File: src/rtl/mem_refill_arbiter.sv
// Round-robin arbiter multiplexing cache refill reads and write-backs onto one memory port.
// Optional macro ARB_WB_PRIORITY_EN lets write-back requests win arbitration over read-only requests.
module mem_refill_arbiter #(
  parameter int NUM_CH  = 2,
  parameter int ADDR_W  = 10,
  parameter int BLOCK_W = 128
) (
  input  logic                      clock,
  input  logic                      reset,
  input  logic [NUM_CH-1:0]         ch_ren,
  input  logic [NUM_CH-1:0]         ch_wen,
  input  logic [NUM_CH*ADDR_W-1:0]  ch_addr,
  input  logic [NUM_CH*BLOCK_W-1:0] ch_din,
  output logic [NUM_CH-1:0]         ch_ready,
  output logic [NUM_CH-1:0]         ch_done,
  output logic [BLOCK_W-1:0]        rsp_dout,
  output logic                      busy,
  output logic                      mem_ren,
  output logic                      mem_wen,
  output logic [ADDR_W-1:0]         mem_block_address,
  output logic [BLOCK_W-1:0]        mem_din,
  input  logic                      mem_ready,
  input  logic                      mem_done,
  input  logic [BLOCK_W-1:0]        mem_dout
);

  localparam int IDX_W = (NUM_CH > 1) ? $clog2(NUM_CH) : 1;
  localparam logic [IDX_W-1:0] LAST_CH  = IDX_W'(NUM_CH - 1);
  localparam logic [IDX_W:0]   NUM_CH_W = (IDX_W + 1)'(NUM_CH);

  typedef enum logic [1:0] {IDLE, READ, WRITE, RESP} state_t;

  state_t              state;
  logic [IDX_W-1:0]    rr_ptr;
  logic [IDX_W-1:0]    g_idx;
  logic [IDX_W:0]      pick;
  logic                grant_vld;
  logic [IDX_W-1:0]    grant_idx;
  logic                grant_wr;
  logic [ADDR_W-1:0]   sel_addr;
  logic [BLOCK_W-1:0]  sel_din;
  logic [NUM_CH-1:0]   g_onehot;

  // Returns {found, index} of the first set bit at or after ptr, wrapping circularly.
  function automatic logic [IDX_W:0] rr_pick(input logic [NUM_CH-1:0] req,
                                             input logic [IDX_W-1:0]  ptr);
    logic [2*NUM_CH-1:0] dbl;
    logic [NUM_CH-1:0]   rot;
    logic [IDX_W-1:0]    off;
    logic [IDX_W:0]      sum;
    logic                found;
    dbl   = {req, req};
    rot   = dbl[ptr +: NUM_CH];
    off   = '0;
    found = 1'b0;
    for (int k = NUM_CH - 1; k >= 0; k--) begin
      if (rot[k]) begin
        found = 1'b1;
        off   = IDX_W'(k);
      end
    end
    sum = {1'b0, ptr} + {1'b0, off};
    if (sum >= NUM_CH_W) sum = sum - NUM_CH_W;
    return {found, sum[IDX_W-1:0]};
  endfunction

  always_comb begin
    // NOTE: every always_comb output gets a default first so no path leaves it unassigned (no latch).
    pick = rr_pick(ch_ren | ch_wen, rr_ptr);
`ifdef ARB_WB_PRIORITY_EN
    if (|ch_wen) pick = rr_pick(ch_wen, rr_ptr);
`endif
  end

  assign grant_vld = pick[IDX_W];
  assign grant_idx = pick[IDX_W-1:0];

  always_comb begin
    sel_addr = '0;
    sel_din  = '0;
    grant_wr = 1'b0;
    g_onehot = '0;
    for (int i = 0; i < NUM_CH; i++) begin
      if (grant_idx == IDX_W'(i)) begin
        sel_addr = ch_addr[i*ADDR_W +: ADDR_W];
        sel_din  = ch_din[i*BLOCK_W +: BLOCK_W];
        grant_wr = ch_wen[i];
      end
      g_onehot[i] = (g_idx == IDX_W'(i));
    end
  end

  // A write-back always goes first; a read on the same channel is picked up on a later arbitration.
  always_ff @(posedge clock or negedge reset) begin
    if (!reset) begin
      // NOTE: the latched address/data are reset as well because they drive outputs directly.
      state             <= IDLE;
      rr_ptr            <= '0;
      g_idx             <= '0;
      busy              <= 1'b0;
      mem_ren           <= 1'b0;
      mem_wen           <= 1'b0;
      mem_block_address <= '0;
      mem_din           <= '0;
      ch_ready          <= '0;
      ch_done           <= '0;
      rsp_dout          <= '0;
    end else begin
      // NOTE: sequential state uses non-blocking assignments so every register sees pre-edge values.
      case (state)
        IDLE: begin
          if (grant_vld) begin
            g_idx             <= grant_idx;
            mem_block_address <= sel_addr;
            mem_din           <= sel_din;
            mem_wen           <= grant_wr;
            mem_ren           <= !grant_wr;
            busy              <= 1'b1;
            state             <= grant_wr ? WRITE : READ;
          end
        end
        READ: begin
          if (mem_ready) begin
            mem_ren  <= 1'b0;
            rsp_dout <= mem_dout;
            ch_ready <= g_onehot;
            state    <= RESP;
          end
        end
        WRITE: begin
          if (mem_done) begin
            mem_wen <= 1'b0;
            ch_done <= g_onehot;
            state   <= RESP;
          end
        end
        RESP: begin
          ch_ready <= '0;
          ch_done  <= '0;
          busy     <= 1'b0;
          rr_ptr   <= (g_idx == LAST_CH) ? '0 : g_idx + IDX_W'(1);
          state    <= IDLE;
        end
        default: state <= IDLE;
      endcase
    end
  end

endmodule

File: config.mk
export PLATFORM = sky130hd
export DESIGN_NAME = mem_refill_arbiter
export DESIGN_NICKNAME = d
export VERILOG_FILES = /design/src/rtl/mem_refill_arbiter.sv
export SDC_FILE = /design/constraint.sdc
export NUM_CORES = 1
export LEC_CHECK = 0
export CAP_MARGIN = 20
export CORE_AREA = 2 2 266 268
export CTS_BUF_LIST = sky130_fd_sc_hd__clkbuf_2 sky130_fd_sc_hd__clkbuf_4 sky130_fd_sc_hd__clkbuf_8
export CTS_CLUSTER_DIAMETER = 80
export CTS_CLUSTER_SIZE = 14
export DETAILED_ROUTE_END_ITERATION = 10
export DIE_AREA = 0 0 268 270
export PLACE_DENSITY_LB_ADDON = 0.3
export SLEW_MARGIN = 20
export SYNTH_ARGS = -nofsm -noshare
export SYNTH_HDL_FRONTEND = slang
export SYNTH_SLANG_ARGS = --single-unit
File: constraint.sdc
create_clock -name clock -period 3.1 [get_ports clock]
set_input_delay 0.31 -clock clock [delete_from_list [all_inputs] [get_ports clock]]
set_output_delay 0.31 -clock clock [all_outputs]
set_load 0.05 [all_outputs]
Yosys cells after proc, flatten, opt, wreduce, memory -nomap -nowiden
Index checks and enable logic that the tools add are counted.
Widths: inputs -> output; s select.

cells by class
  add/subtract/negate cells = 3
  eq/ne operators = 6
  $lt $le $gt $ge = 1
  mux-type cells = 25
  shift operators = 1
  bitwise operators = 2
  reduce and logical (&&, ||, !) cells = 15

operators by type and width
  cell                 number
  $mux 128             1
  $mux 2               6
  $mux 1               11
  $mux 10              1
  $reduce_and 2->1     5
  $reduce_bool 2->1    5
  $reduce_and 3->1     3
  $pmux 2 s2           2
  $pmux 2 s4           1
  $ne 2x2->1 const B   3
  $pmux 1 s2           3
  $eq 2x2->1 const B   2
  $shiftx 4x2->2       1
  $add 1x1->2          1
  $eq 2x1->1 const B   1
  $ge 2x2->1 const B   1
  $logic_not 2->1      1
  $or 2x2->2           1
  $add 1x1->1 const B  1
  $logic_not 1->1      1
  $not 1->1            1
  $sub 1x1->1 const B  1

storage, ports and cells
  bits in registers = 277

Logic depth before layout (Yosys ltp)
  depth after elaboration = 11
  gate-level depth with buffers = 8

Least setup slack after synthesis
No wires, ideal clock.

  kind = register to register
  start point = register state[1]
  end point = register rsp_dout[0]
  stages on the path, launching flop included = 7
  slack = 1436 ps
  library setup time = 125 ps
  arrival time = 1540 ps
  path through = dfrtp_1 -> inv_1 -> ha_1 -> nand2_1 -> clkbuf_1 -> buf_2 -> mux2_2

between the ends
  word-level cells in the longest chain between the ends = 2

RTL lines
  element                     RTL line  RTL
  start, declared             33        state_t state;
  start signal, assigned      119       state <= grant_wr ? WRITE : READ;
  $eq 2x1->1                  110       case (state)
  $reduce_and 2->1 (no line)  n/a
  end signal, assigned        125       rsp_dout <= mem_dout;
  end, declared               16        output logic [BLOCK_W-1:0] rsp_dout,

Every way passes these cells.
A chain may end at the register's enable or synchronous reset.

Final worst setup path
  start point = register state[0]
  end point = register mem_din[87]

between the ends
  word-level cells in the longest chain between the ends = 2

RTL lines
  element                     RTL line  RTL
  $logic_not 2->1             110
  $reduce_and 2->1 (no line)  n/a
  end signal, assigned        115       mem_din <= sel_din;
  end, declared               21        output logic [BLOCK_W-1:0] mem_din,

Every way passes these cells.

==> out/results.txt <==
Worst Hold Class = in -> reg
Vias in the first global route = 10558
Fin Clk Skew = 0.02670 ns
Crit end category = flop
Antenna violations before repair = 1
Die height = 270 um
Synthesized area per cell = 11.72 um2
CTS Root Buffer Type = clkbuf_8
Cell Rows = 97
Final #Nets = 2036
Area Overhead vs Synth = 77.46%
Area leader, netlist = dfrtp_1
YS warnings = 0
Clk network pwr share = 10.4%
Fillers = 7234
Hold WS = 0.2542 ns
Total Wirelength = 43710 um
Lkg Pwr = 0.007753 uW
Critical Path AT = 3.09 ns
Sequential area share after synthesis = 62.97%
Hold Vio Cnt, Final = 0
Initial Util = 15.83%
CP cell instances = inv_1 > ha_1 > inv_1 > nor2_4 > buf_12 > o22ai_1 > nor2_1
# setup viols final = 0
# DRC = 0
DR pass1 iterations = 4
Post-CTS Setup Bufs = 0
Clock tree buffer depth = 3
Grt total ovfl = 0
CORE AREA = 69540 um2
Routability congestion estimate = 0.8315
Pwr dens = 1193 nW/um2
Share of layout cells above drive strength 1 = 12.16%
Crit path max fanout = 100
#FFs+latches synth = 277
CP required = 3.65 ns
Routed wire per std cell = 17.01 um
Hpwl dp = 33580 um
CP peak stage delay = 0.53 ns
Initial DRC count = 380
Internal power = 11590 uW
DR vias = 9815
I/O Pins = 685
Setup TNS Final = 0 ns
Run status = finished clean
DIE AREA = 72360 um2
Syn_nets = 1356
EDFF count, synth = 0
CTS tree = yes
Top cell type's share of synthesized area = 62.97%
Sequential power share = 27.3%
Achievable frequency = 393.2 MHz
Top delay family on crit path = simple AND/OR/NAND/NOR gates
Largest net degree at the start of global routing = 101
Clk_lat worst skew = 0.62 ns
Least-Margin Pin Slew = 0.7057 ns
Most used flip-flop cell after synthesis = dfrtp_1
Kind of critical path = reg -> reg
Slew Limit Fails = 0
Period utilization = 82.04%
Distinct cells, synth = 26
Post-Synthesis Cells = 939
Post-layout util = 28.09%
Sw Share = 50.23%
Max-Cap Viols = 0
Reg clk slew, reported paths = 0.10 ns
Worst vdd ir = 0.7491 mV
RSZ-0062 raised after global routing = no
H-tree depth = 1
Worst relative slew slack = 52.96%
Count leader, synth = nor2_1
Vias/cell = 3.821
CTS buffer count = 26
Setup crit start kind = flop
FFs w/ async S/R, synth = 100.0%
Die W = 268 um
GRT Overall Usage = 11.57%
Mapped cell area = 11010 um2
First-pass GRT wire length = 65380 um
IO Port Bufs = 684
Post-synth top cells = nor2_1 (284), dfrtp_1 (277), o22ai_1 (140), mux2_2 (129), buf_2 (42)
Comb power frac = 62.3%
Critical Path Slowest Stage Cell = nor2_4
Min Tclk post-route = 2.543 ns
Antenna violation net count after detailed routing = 0
Bufs and invs on worst path = 3
CP dominant cell by count = inv_1
CTS Sinks = 277
Largest cells by area after synthesis = dfrtp_1 (63%), mux2_2 (13%), nor2_1 (9.7%)
Net Sw Power = 11700 uW
routing by layer:
metal | vias to the layer above | wire, um | global-route usage [%]
met5 | - | 0 | 0
met4 | 0 | 892 | 3.043
met3 | 50 | 3171 | 2.608
met2 | 372 | 23160 | 21.84
met1 | 4795 | 16480 | 12.88
li1 | 4598 | - | -
cells by family after synthesis:
family,synth area share (%)
fa+ha+maj,0.5683
compound gates,9.002
flops,62.97
buf+inv,3.444
simple gates,10.73
mux,13.29
sequential cells by signal, indices dropped and copies added (netlist names):
signal / count
mem_din: 128
rsp_dout: 128
mem_block_address: 10
ch_done: 2
ch_ready: 2
state: 2
busy: 1
g_idx: 1
mem_ren: 1
mem_wen: 1
rr_ptr: 1
cells in the final DEF (no fill, tap or decap), drive strengths merged:
master	n
a211o	1
a21oi	7
a32o	1
and2	1
and3	2
buf	27
bufinv	2
clkbuf	30
clkdlybuf4s50	683
clkinv	3
dfrtp	277
diode	1
dlygate4sd3	1
ha	5
inv	8
mux2	129
mux2i	1
nand2	10
nand2b	2
nand3b	1
nor2	285
nor2b	1
nor3	1
nor4	1
o21ai	6
o221ai	1
o22ai	140
o31ai	1
o41ai	1
metrics by stage:
| stage | total power [uW] | cells | instance area, um2 | setup WS, ns |
|---|---|---|---|---|
| after floorplan | 15650 | 939 | 11010 | 1.436 |
| after global placement | 20930 | 2530 | 19010 | 0.6760 |
| after detailed placement | 21070 | 2530 | 19010 | 0.6218 |
| after CTS | 23620 | 2568 | 19530 | 0.6079 |
| after global routing | 24520 | 2569 | 19540 | 0.3761 |
| final | 23300 | 2569 | 19540 | 0.5568 |
worst reg2reg max path: cells and delay by family (launching register included):
kind | cells | cell delay (ns)
buf+inv | 3 | 0.65
flops | 1 | 0.42
compound gates | 1 | 0.41
fa+ha+maj | 1 | 0.33
simple gates | 2 | 0.66
layout make-up:
class,count,area (um2),area share (%)
Sequential cell,277,6932,35.48
Multi-Input combinational cell,597,3729,19.09
Clock inverter,7,110.1,0.5636
Timing Repair Buffer,711,7157,36.64
Inverter,6,22.52,0.1153
Tap cell,940,1176,6.021
Antenna cell,1,2.502,0.01281
Clock buffer,30,406.6,2.082
power by group through the flow:
stage	logic (uW)	clock network (uW)	registers, uW
global placement	14500	0	6380
floorplan	3280	0	12400
global route	15200	2690	6600
CTS	14700	2570	6380
finish	14500	2420	6370
detailed placement	14600	0	6430
final timing paths:
| path | end | slack [ns] | from | depth (start not counted) |
|---|---|---|---|---|
| min in group asynchronous | rsp_dout[42] | 0.27 | reset | 2 |
| setup / recovery | mem_din[87] | 0.56 | state[0] | 7 |
| hold reg to reg | rsp_dout[10] | 0.51 | rsp_dout[10] | 1 |
| hold / removal | mem_din[119] | 0.25 | ch_din[247] | 3 |
| setup reg to reg | mem_din[87] | 0.56 | state[0] | 7 |
| max in group asynchronous | mem_din[116] | 1.82 | reset | 3 |
timing repair:
| item | in CTS | in global routing |
|---|---|---|
| endpoints found under the hold margin | 67 | 0 |
| resized for setup | 0 | 0 |
| hold buffers | 1 | 0 |
| endpoints found under the setup margin | 0 | 0 |
(Power assumes the default switching activity.)
